==> src/rtl/cache_axi_pkg.sv <==
// cache_axi_pkg: shared constants and enums for the cache AXI read arbiter
package cache_axi_pkg;
    localparam int LINE_BEATS = 16;
    localparam int LINE_OFF = 6;
    localparam logic [1:0] AXI_BURST_INCR = 2'b01;
    localparam logic [2:0] AXI_SIZE_4B = 3'b010;
    typedef enum logic {ICACHE = 1'b0, DCACHE = 1'b1} grant_id_t;
    typedef enum logic [1:0] {IDLE = 2'd0, AR = 2'd1, R = 2'd2} rd_arb_state_t;
endpackage

==> src/rtl/wr_line_tracker.sv <==
// wr_line_tracker: tracks the outstanding dcache writeback line and flags refill hazards
module wr_line_tracker #(
    parameter int ADDR_W = 32,
    parameter int LINE_OFF = 6
) (
    input  logic              clk,
    input  logic              rst,
    input  logic              mon_awvalid,
    input  logic              mon_awready,
    input  logic [ADDR_W-1:0] mon_awaddr,
    input  logic              mon_bvalid,
    input  logic              mon_bready,
    input  logic [ADDR_W-1:0] i_addr,
    input  logic [ADDR_W-1:0] d_addr,
    output logic              o_i_hit,
    output logic              o_d_hit,
    output logic              o_dbl_aw
);
    localparam int LW = ADDR_W - LINE_OFF;
    logic          r_pending;
    logic [LW-1:0] r_line;
    logic          w_aw_hs;
    logic          w_b_hs;
    logic          w_pend_nxt;
    logic [LW-1:0] w_line_nxt;
    logic          w_unused_low;
    assign w_unused_low = ^{mon_awaddr[LINE_OFF-1:0], i_addr[LINE_OFF-1:0], d_addr[LINE_OFF-1:0]};
    // compare against the next-cycle write state: a retiring B unblocks at once, a new AW blocks at once
    always_comb begin
        w_aw_hs = mon_awvalid & mon_awready;
        w_b_hs = mon_bvalid & mon_bready;
        w_pend_nxt = w_aw_hs | (r_pending & ~w_b_hs);
        w_line_nxt = w_aw_hs ? mon_awaddr[ADDR_W-1:LINE_OFF] : r_line;
        o_i_hit = w_pend_nxt & (i_addr[ADDR_W-1:LINE_OFF] == w_line_nxt);
        o_d_hit = w_pend_nxt & (d_addr[ADDR_W-1:LINE_OFF] == w_line_nxt);
        o_dbl_aw = w_aw_hs & r_pending & ~w_b_hs;
    end
    // pending flag and line of the single outstanding writeback
    always_ff @(posedge clk) begin
        if (rst) begin
            r_pending <= 1'b0;
            r_line <= '0;
        end else begin
            r_pending <= w_pend_nxt;
            r_line <= w_line_nxt;
        end
    end
endmodule

==> src/rtl/cache_axi_rd_arbiter.sv <==
// cache_axi_rd_arbiter: shares one AXI read channel between icache and dcache line refills
module cache_axi_rd_arbiter #(
    parameter int LINE_BEATS = cache_axi_pkg::LINE_BEATS,
    parameter int ADDR_W = 32,
    parameter int LINE_OFF = cache_axi_pkg::LINE_OFF
) (
    input  logic              clk,
    input  logic              rst,
    input  logic              i_r_req,
    input  logic              d_r_req,
    input  logic [ADDR_W-1:0] i_r_addr,
    input  logic [ADDR_W-1:0] d_r_addr,
    output logic              i_r_rdy,
    output logic              d_r_rdy,
    output logic              i_ret_valid,
    output logic              d_ret_valid,
    output logic              i_ret_last,
    output logic              d_ret_last,
    output logic [31:0]       i_r_data,
    output logic [31:0]       d_r_data,
    input  logic              i_r_data_ready,
    input  logic              d_r_data_ready,
    output logic              arvalid,
    input  logic              arready,
    output logic [ADDR_W-1:0] araddr,
    output logic [7:0]        arlen,
    output logic [2:0]        arsize,
    output logic [1:0]        arburst,
    input  logic              rvalid,
    output logic              rready,
    input  logic [31:0]       rdata,
    input  logic              rlast,
    input  logic              mon_awvalid,
    input  logic              mon_awready,
    input  logic [ADDR_W-1:0] mon_awaddr,
    input  logic              mon_bvalid,
    input  logic              mon_bready,
    output logic              protocol_err
);
    import cache_axi_pkg::*;
    localparam logic [7:0] LAST_BEAT = 8'(LINE_BEATS - 1);
    rd_arb_state_t     r_state, w_state_nxt;
    grant_id_t         r_grant, r_last_grant, w_grant_nxt;
    logic [ADDR_W-1:0] r_addr;
    logic [7:0]        r_beat_cnt;
    logic              r_err;
    logic              w_i_hit, w_d_hit, w_dbl_aw;
    logic              w_i_elig, w_d_elig, w_gnt_i, w_grant_go;
    logic              w_ar_hs, w_r_hs, w_beat_err;
    assign arlen = LAST_BEAT;
    assign arsize = AXI_SIZE_4B;
    assign arburst = AXI_BURST_INCR;
    assign i_r_data = rdata;
    assign d_r_data = rdata;
    assign protocol_err = r_err;
    wr_line_tracker #(.ADDR_W(ADDR_W), .LINE_OFF(LINE_OFF)) u_wr_line_tracker (
        .clk(clk),
        .rst(rst),
        .mon_awvalid(mon_awvalid),
        .mon_awready(mon_awready),
        .mon_awaddr(mon_awaddr),
        .mon_bvalid(mon_bvalid),
        .mon_bready(mon_bready),
        .i_addr(i_r_addr),
        .d_addr(d_r_addr),
        .o_i_hit(w_i_hit),
        .o_d_hit(w_d_hit),
        .o_dbl_aw(w_dbl_aw)
    );
    // arbitration, AR issue and beat routing for the granted requester
    always_comb begin
        w_state_nxt = r_state;
        w_grant_nxt = r_grant;
        w_grant_go = 1'b0;
        w_ar_hs = 1'b0;
        w_r_hs = 1'b0;
        w_beat_err = 1'b0;
        arvalid = 1'b0;
        araddr = '0;
        rready = 1'b0;
        i_r_rdy = 1'b0;
        d_r_rdy = 1'b0;
        i_ret_valid = 1'b0;
        d_ret_valid = 1'b0;
        i_ret_last = 1'b0;
        d_ret_last = 1'b0;
        w_i_elig = i_r_req & ~w_i_hit;
        w_d_elig = d_r_req & ~w_d_hit;
        w_gnt_i = (r_grant == ICACHE);
        case (r_state)
            IDLE: begin
                if (w_i_elig | w_d_elig) begin
                    w_grant_go = 1'b1;
                    w_grant_nxt = (w_i_elig & w_d_elig) ? ((r_last_grant == ICACHE) ? DCACHE : ICACHE)
                                                        : (w_d_elig ? DCACHE : ICACHE);
                    w_state_nxt = AR;
                end
            end
            AR: begin
                arvalid = 1'b1;
                araddr = r_addr;
                w_ar_hs = arready;
                i_r_rdy = arready & w_gnt_i;
                d_r_rdy = arready & ~w_gnt_i;
                if (arready) w_state_nxt = R;
            end
            R: begin
                rready = w_gnt_i ? i_r_data_ready : d_r_data_ready;
                i_ret_valid = w_gnt_i & rvalid;
                d_ret_valid = ~w_gnt_i & rvalid;
                i_ret_last = w_gnt_i & rlast;
                d_ret_last = ~w_gnt_i & rlast;
                w_r_hs = rvalid & rready;
                w_beat_err = w_r_hs & (rlast != (r_beat_cnt == LAST_BEAT));
                if (w_r_hs & rlast) w_state_nxt = IDLE;
            end
            default: w_state_nxt = IDLE;
        endcase
    end
    // state, grant bookkeeping, beat counter and sticky protocol error
    always_ff @(posedge clk) begin
        if (rst) begin
            r_state <= IDLE;
            r_grant <= ICACHE;
            r_last_grant <= ICACHE;
            r_addr <= '0;
            r_beat_cnt <= '0;
            r_err <= 1'b0;
        end else begin
            r_state <= w_state_nxt;
            r_grant <= w_grant_nxt;
            if (w_grant_go) r_addr <= (w_grant_nxt == DCACHE) ? d_r_addr : i_r_addr;
            if (w_ar_hs) r_beat_cnt <= '0;
            else if (w_r_hs) r_beat_cnt <= r_beat_cnt + 8'd1;
            if (w_r_hs & rlast) r_last_grant <= r_grant;
            if (w_beat_err | w_dbl_aw) r_err <= 1'b1;
        end
    end
endmodule

==> config.mk <==
export PLATFORM = sky130hd
export DESIGN_NAME = cache_axi_rd_arbiter
export DESIGN_NICKNAME = d
export VERILOG_FILES = /design/src/rtl/cache_axi_pkg.sv /design/src/rtl/wr_line_tracker.sv /design/src/rtl/cache_axi_rd_arbiter.sv
export SDC_FILE = /design/constraint.sdc
export NUM_CORES = 1
export LEC_CHECK = 0
export ABC_CLOCK_PERIOD_IN_PS = 2400
export BUFFER_PORTS_ARGS = -buffer_cell sky130_fd_sc_hd__buf_2
export CAP_MARGIN = 20
export CORE_ASPECT_RATIO = 0.6
export CORE_MARGIN = 2
export CORE_UTILIZATION = 30
export CTS_CLUSTER_SIZE = 30
export DETAILED_ROUTE_END_ITERATION = 7
export PLACE_DENSITY = 0.66
export SYNTH_ARGS = -nofsm -noshare
export SYNTH_HDL_FRONTEND = slang
export SYNTH_SLANG_ARGS = --single-unit
==> constraint.sdc <==
create_clock -name clk -period 2.4 [get_ports clk]
set_clock_uncertainty 0.2 [all_clocks]
set_input_delay 0.36 -clock clk [delete_from_list [all_inputs] [get_ports clk]]
set_output_delay 0.36 -clock clk [all_outputs]
set_load 0.01 [all_outputs]
==> results.md <==
* Crit path to: r_addr[19]
* Cell Area, Placed at 6282 sq um
* DRT antenna net count at 0
* Outcome: finished with violations
* Sw Ratio at 0.3224
* Drt first pass iters at 5
* Worst setup margin at -0.2389 ns
* Number of CTS-inserted buffers at 9
* CTS clk-pin slew, worst paths at 0.06 ns
* Final period utilization at 1.100
* Post-synth EDFFs at 0
* Clock share of power at 0.350
* Int Power at 2.678 mW
* Leak Pwr at 3.209 nW
* Post-synthesis area per instance at 8.169 sq um
* Most frequent cell after synthesis: buf_4
* Share of the synthesized area in the top cell type at 0.2801
* Max-slew headroom at 0.5516
* Sequential fraction of design power at 0.343
* Max-slew violations at 0
* Die Span Y at 105.5 um
* Cell Pwr Density at 544.0 nW/um^2
* Max Cap Viol at 0
* Ys async rst share at 0
* Final GP Congestion at 0.9898
* Final hold vios at 0
* Number of clock sinks at 72
* Syn Std Cell Area at 5146 sq um
* Hold_ws at 0.07568 ns
* Hold_buf cts at 0
* Total Wirelength at 20910 um
* Max Freq at 378.9 MHz
* YS warnings at 0
* Startpoint Class: primary input
* Die area at 18250 sq um
* Worst slew pin tran at 0.6726 ns
* Worst path required time at 2.44 ns
* Clk buf depth at 2
* Top cell type by total area after synthesis: dfxtp_1
* Switching power total at 1.274 mW
* First-pass GRT wire length at 30340 um
* Grt total ovfl at 0
* Worst hold path depth at 2
* Critical Path AT at 2.67 ns
* Via count of the first global-routing pass at 5062
* Initial antenna violation count at 2
* Largest net degree at the start of global routing at 43
* Worst min-delay path class: primary input to flop
* Nets at 954
* RSZ-0062 raised after global routing: yes
* Seq/Total Area, Yosys at 0.2801
* GRT Resource Usage Total at 0.2199
* Max VDD drop at 0.2609 mV
* Post-route DRC at 0
* Comb pwr share at 0.307
* Initial drt markers at 494
* Io pins at 259
* FF-to-FF path depth at 10
* Worst setup startpoint: mon_awready
* # rows at 37
* RR Endpoint: r_addr[19]
* Root buf cell: clkbuf_16
* I/O Buffers at 143
* Failing checks: negative setup slack
* Min cycle time layout at 2.639 ns
* Vias per cell at 5.104
* Core area at 16940 sq um
* Critical Path Fanout Max at 8
* Clock Latency Late Sink at 0.35 ns
* Layout cells sized above 1 at 0.4198
* Area Growth Syn to Fin at 41.19%
* Chip width at 173.1 um
* Synth Instances at 630
* HPWL Detailed at 15700 um
* Crit. End Element: flop
* Final Cell Area at 7266 sq um
* Crit Path Class: primary input to flop
* CTS tree: built
* Synth area leaders: dfxtp_1 (28%), buf_4 (12%), o221a_1 (6.3%), inv_1 (4.8%), xnor2_1 (4.6%)
* CTS HTree Levels at 3
* Synth unique cells at 62
* Flops & latches, synth at 72
* Via count at 5380
* Starting Density at 0.3037
* Final setup fails at 34
* Synth cell count leaders: buf_4 (80), dfxtp_1 (72), inv_1 (66)
* Reg2reg start: u_wr_line_tracker.r_pending
* Worst reg2reg setup slack at -0.20 ns
* Ys flop type: dfxtp_1
* Per-cell routed wire length at 19.83 um
[layout make-up]
| type | instances | area, sq um |
|---|---|---|
| sequential | 72 | 1445 |
| fill | 1728 | 9678 |
| timing repair buffer | 268 | 1867 |
| antenna | 3 | 7.507 |
| clock inverter | 6 | 67.56 |
| clock buffer | 10 | 229.0 |
| inverter | 66 | 247.7 |
| multi-input combinational | 395 | 3109 |
| tap | 234 | 292.8 |
[registers in the layout (all words and copies together) (netlist names), named ones only]
register and count:
r_state 2, r_addr 32, protocol_err 1, u_wr_line_tracker.r_pending 1, r_last_grant 1, r_beat_cnt 8, u_wr_line_tracker.r_line 26
[through the flow]
stage | worst slack (ns) | utilization | total power [mW] | cells | setup TNS, ns
final | -0.2389 | 0.4288 | 3.953 | 1054 | -6.875
after global routing | -0.2873 | 0.4284 | 4.101 | 1051 | -8.705
after CTS | -0.1425 | 0.4073 | 3.823 | 1044 | -3.972
after detailed placement | -0.5900 | 0.3708 | 2.367 | 1015 | -18.90
after global placement | -0.5209 | 0.3708 | 2.361 | 1015 | -17.09
after floorplan | -0.1521 | - | 1.995 | 641 | -4.368
[critical path: stages]
cell and delay [ns]:
buf_8 0.08, and2_4 0.29, mux2i_4 0.29, o22ai_1 0.12, a311oi_1 0.25, buf_4 0.17
nand4_1 0.15, buf_4 0.19, o211ai_4 0.20, buf_6 0.18, buf_12 0.14, a31oi_4 0.08
o221a_1 0.15
[power by group through the flow]
stage	registers [mW]	logic [mW]	clock network, mW
after floorplan	1.35	0.640	0
after global placement	1.38	0.985	0
after detailed placement	1.38	0.991	0
after CTS	1.35	1.07	1.40
after global routing	1.37	1.29	1.45
final	1.36	1.21	1.38
[how the worst min path moves through the flow]
| stage | start | endpoint |
|---|---|---|
| detailed placement | u_wr_line_tracker.r_line[0] | u_wr_line_tracker.r_line[0] |
| finish | d_r_addr[2] | r_addr[2] |
| floorplan | u_wr_line_tracker.r_line[0] | u_wr_line_tracker.r_line[0] |
| global placement | u_wr_line_tracker.r_line[0] | u_wr_line_tracker.r_line[0] |
| CTS | d_r_addr[3] | r_addr[3] |
| global route | d_r_addr[1] | r_addr[1] |
[cells in the final DEF, fill, tap and decap left out, types with 4 or more instances in the layout]
cell type / synthesis / layout
buf_2: 4 / 141
buf_4: 80 / 102
dfxtp_1: 72 / 69
inv_1: 66 / 65
nor2_1: 38 / 35
nand2_1: 36 / 35
and2_1: 33 / 33
o221a_1: 29 / 29
a31oi_1: 36 / 26
xnor2_1: 27 / 24
a21oi_1: 24 / 24
xor2_1: 22 / 22
conb_1: 2 / 13
mux2i_1: 14 / 10
clkbuf_16: 0 / 10
buf_6: 7 / 10
nor2b_1: 9 / 8
a221oi_1: 9 / 8
nand3_1: 9 / 8
a31oi_4: 0 / 7
buf_12: 0 / 7
nand2b_1: 6 / 6
buf_8: 0 / 6
mux2i_4: 0 / 5
nor3_1: 5 / 5
and3_1: 4 / 4
a211oi_2: 0 / 4
o221ai_1: 4 / 4
o22ai_1: 4 / 4
nand4_1: 4 / 4
[routing by layer]
layer | track usage | vias to the layer above | wire [um]
met1 | 0.3285 | 2551 | 10010
met3 | 0.07287 | 25 | 2315
met2 | 0.2966 | 309 | 8308
met5 | 0 | - | 0
li1 | - | 2495 | -
met4 | 0.05448 | 0 | 270
[cell families after synthesis]
logic type      count (synthesis)  synth area share
xor+xnor                       49           0.08339
flops                          72            0.2801
other cells                     2          0.001459
fa+ha+maj                       1          0.002431
compound gates                154            0.2407
mux                            17           0.03525
simple gates                  160            0.1580
buf+inv                       175            0.1986
[what timing repair did]
item / 4_1_cts / 5_1_grt
gates cloned: 3 / 4
endpoints found under the setup margin: 34 / 34
resized for setup: 39 / 63
buffers inserted: 12 / 5
pin swaps: 12 / 32
hold endpoints to repair: 0 / 0
Note: power is estimated with default switching activity, not from simulation.
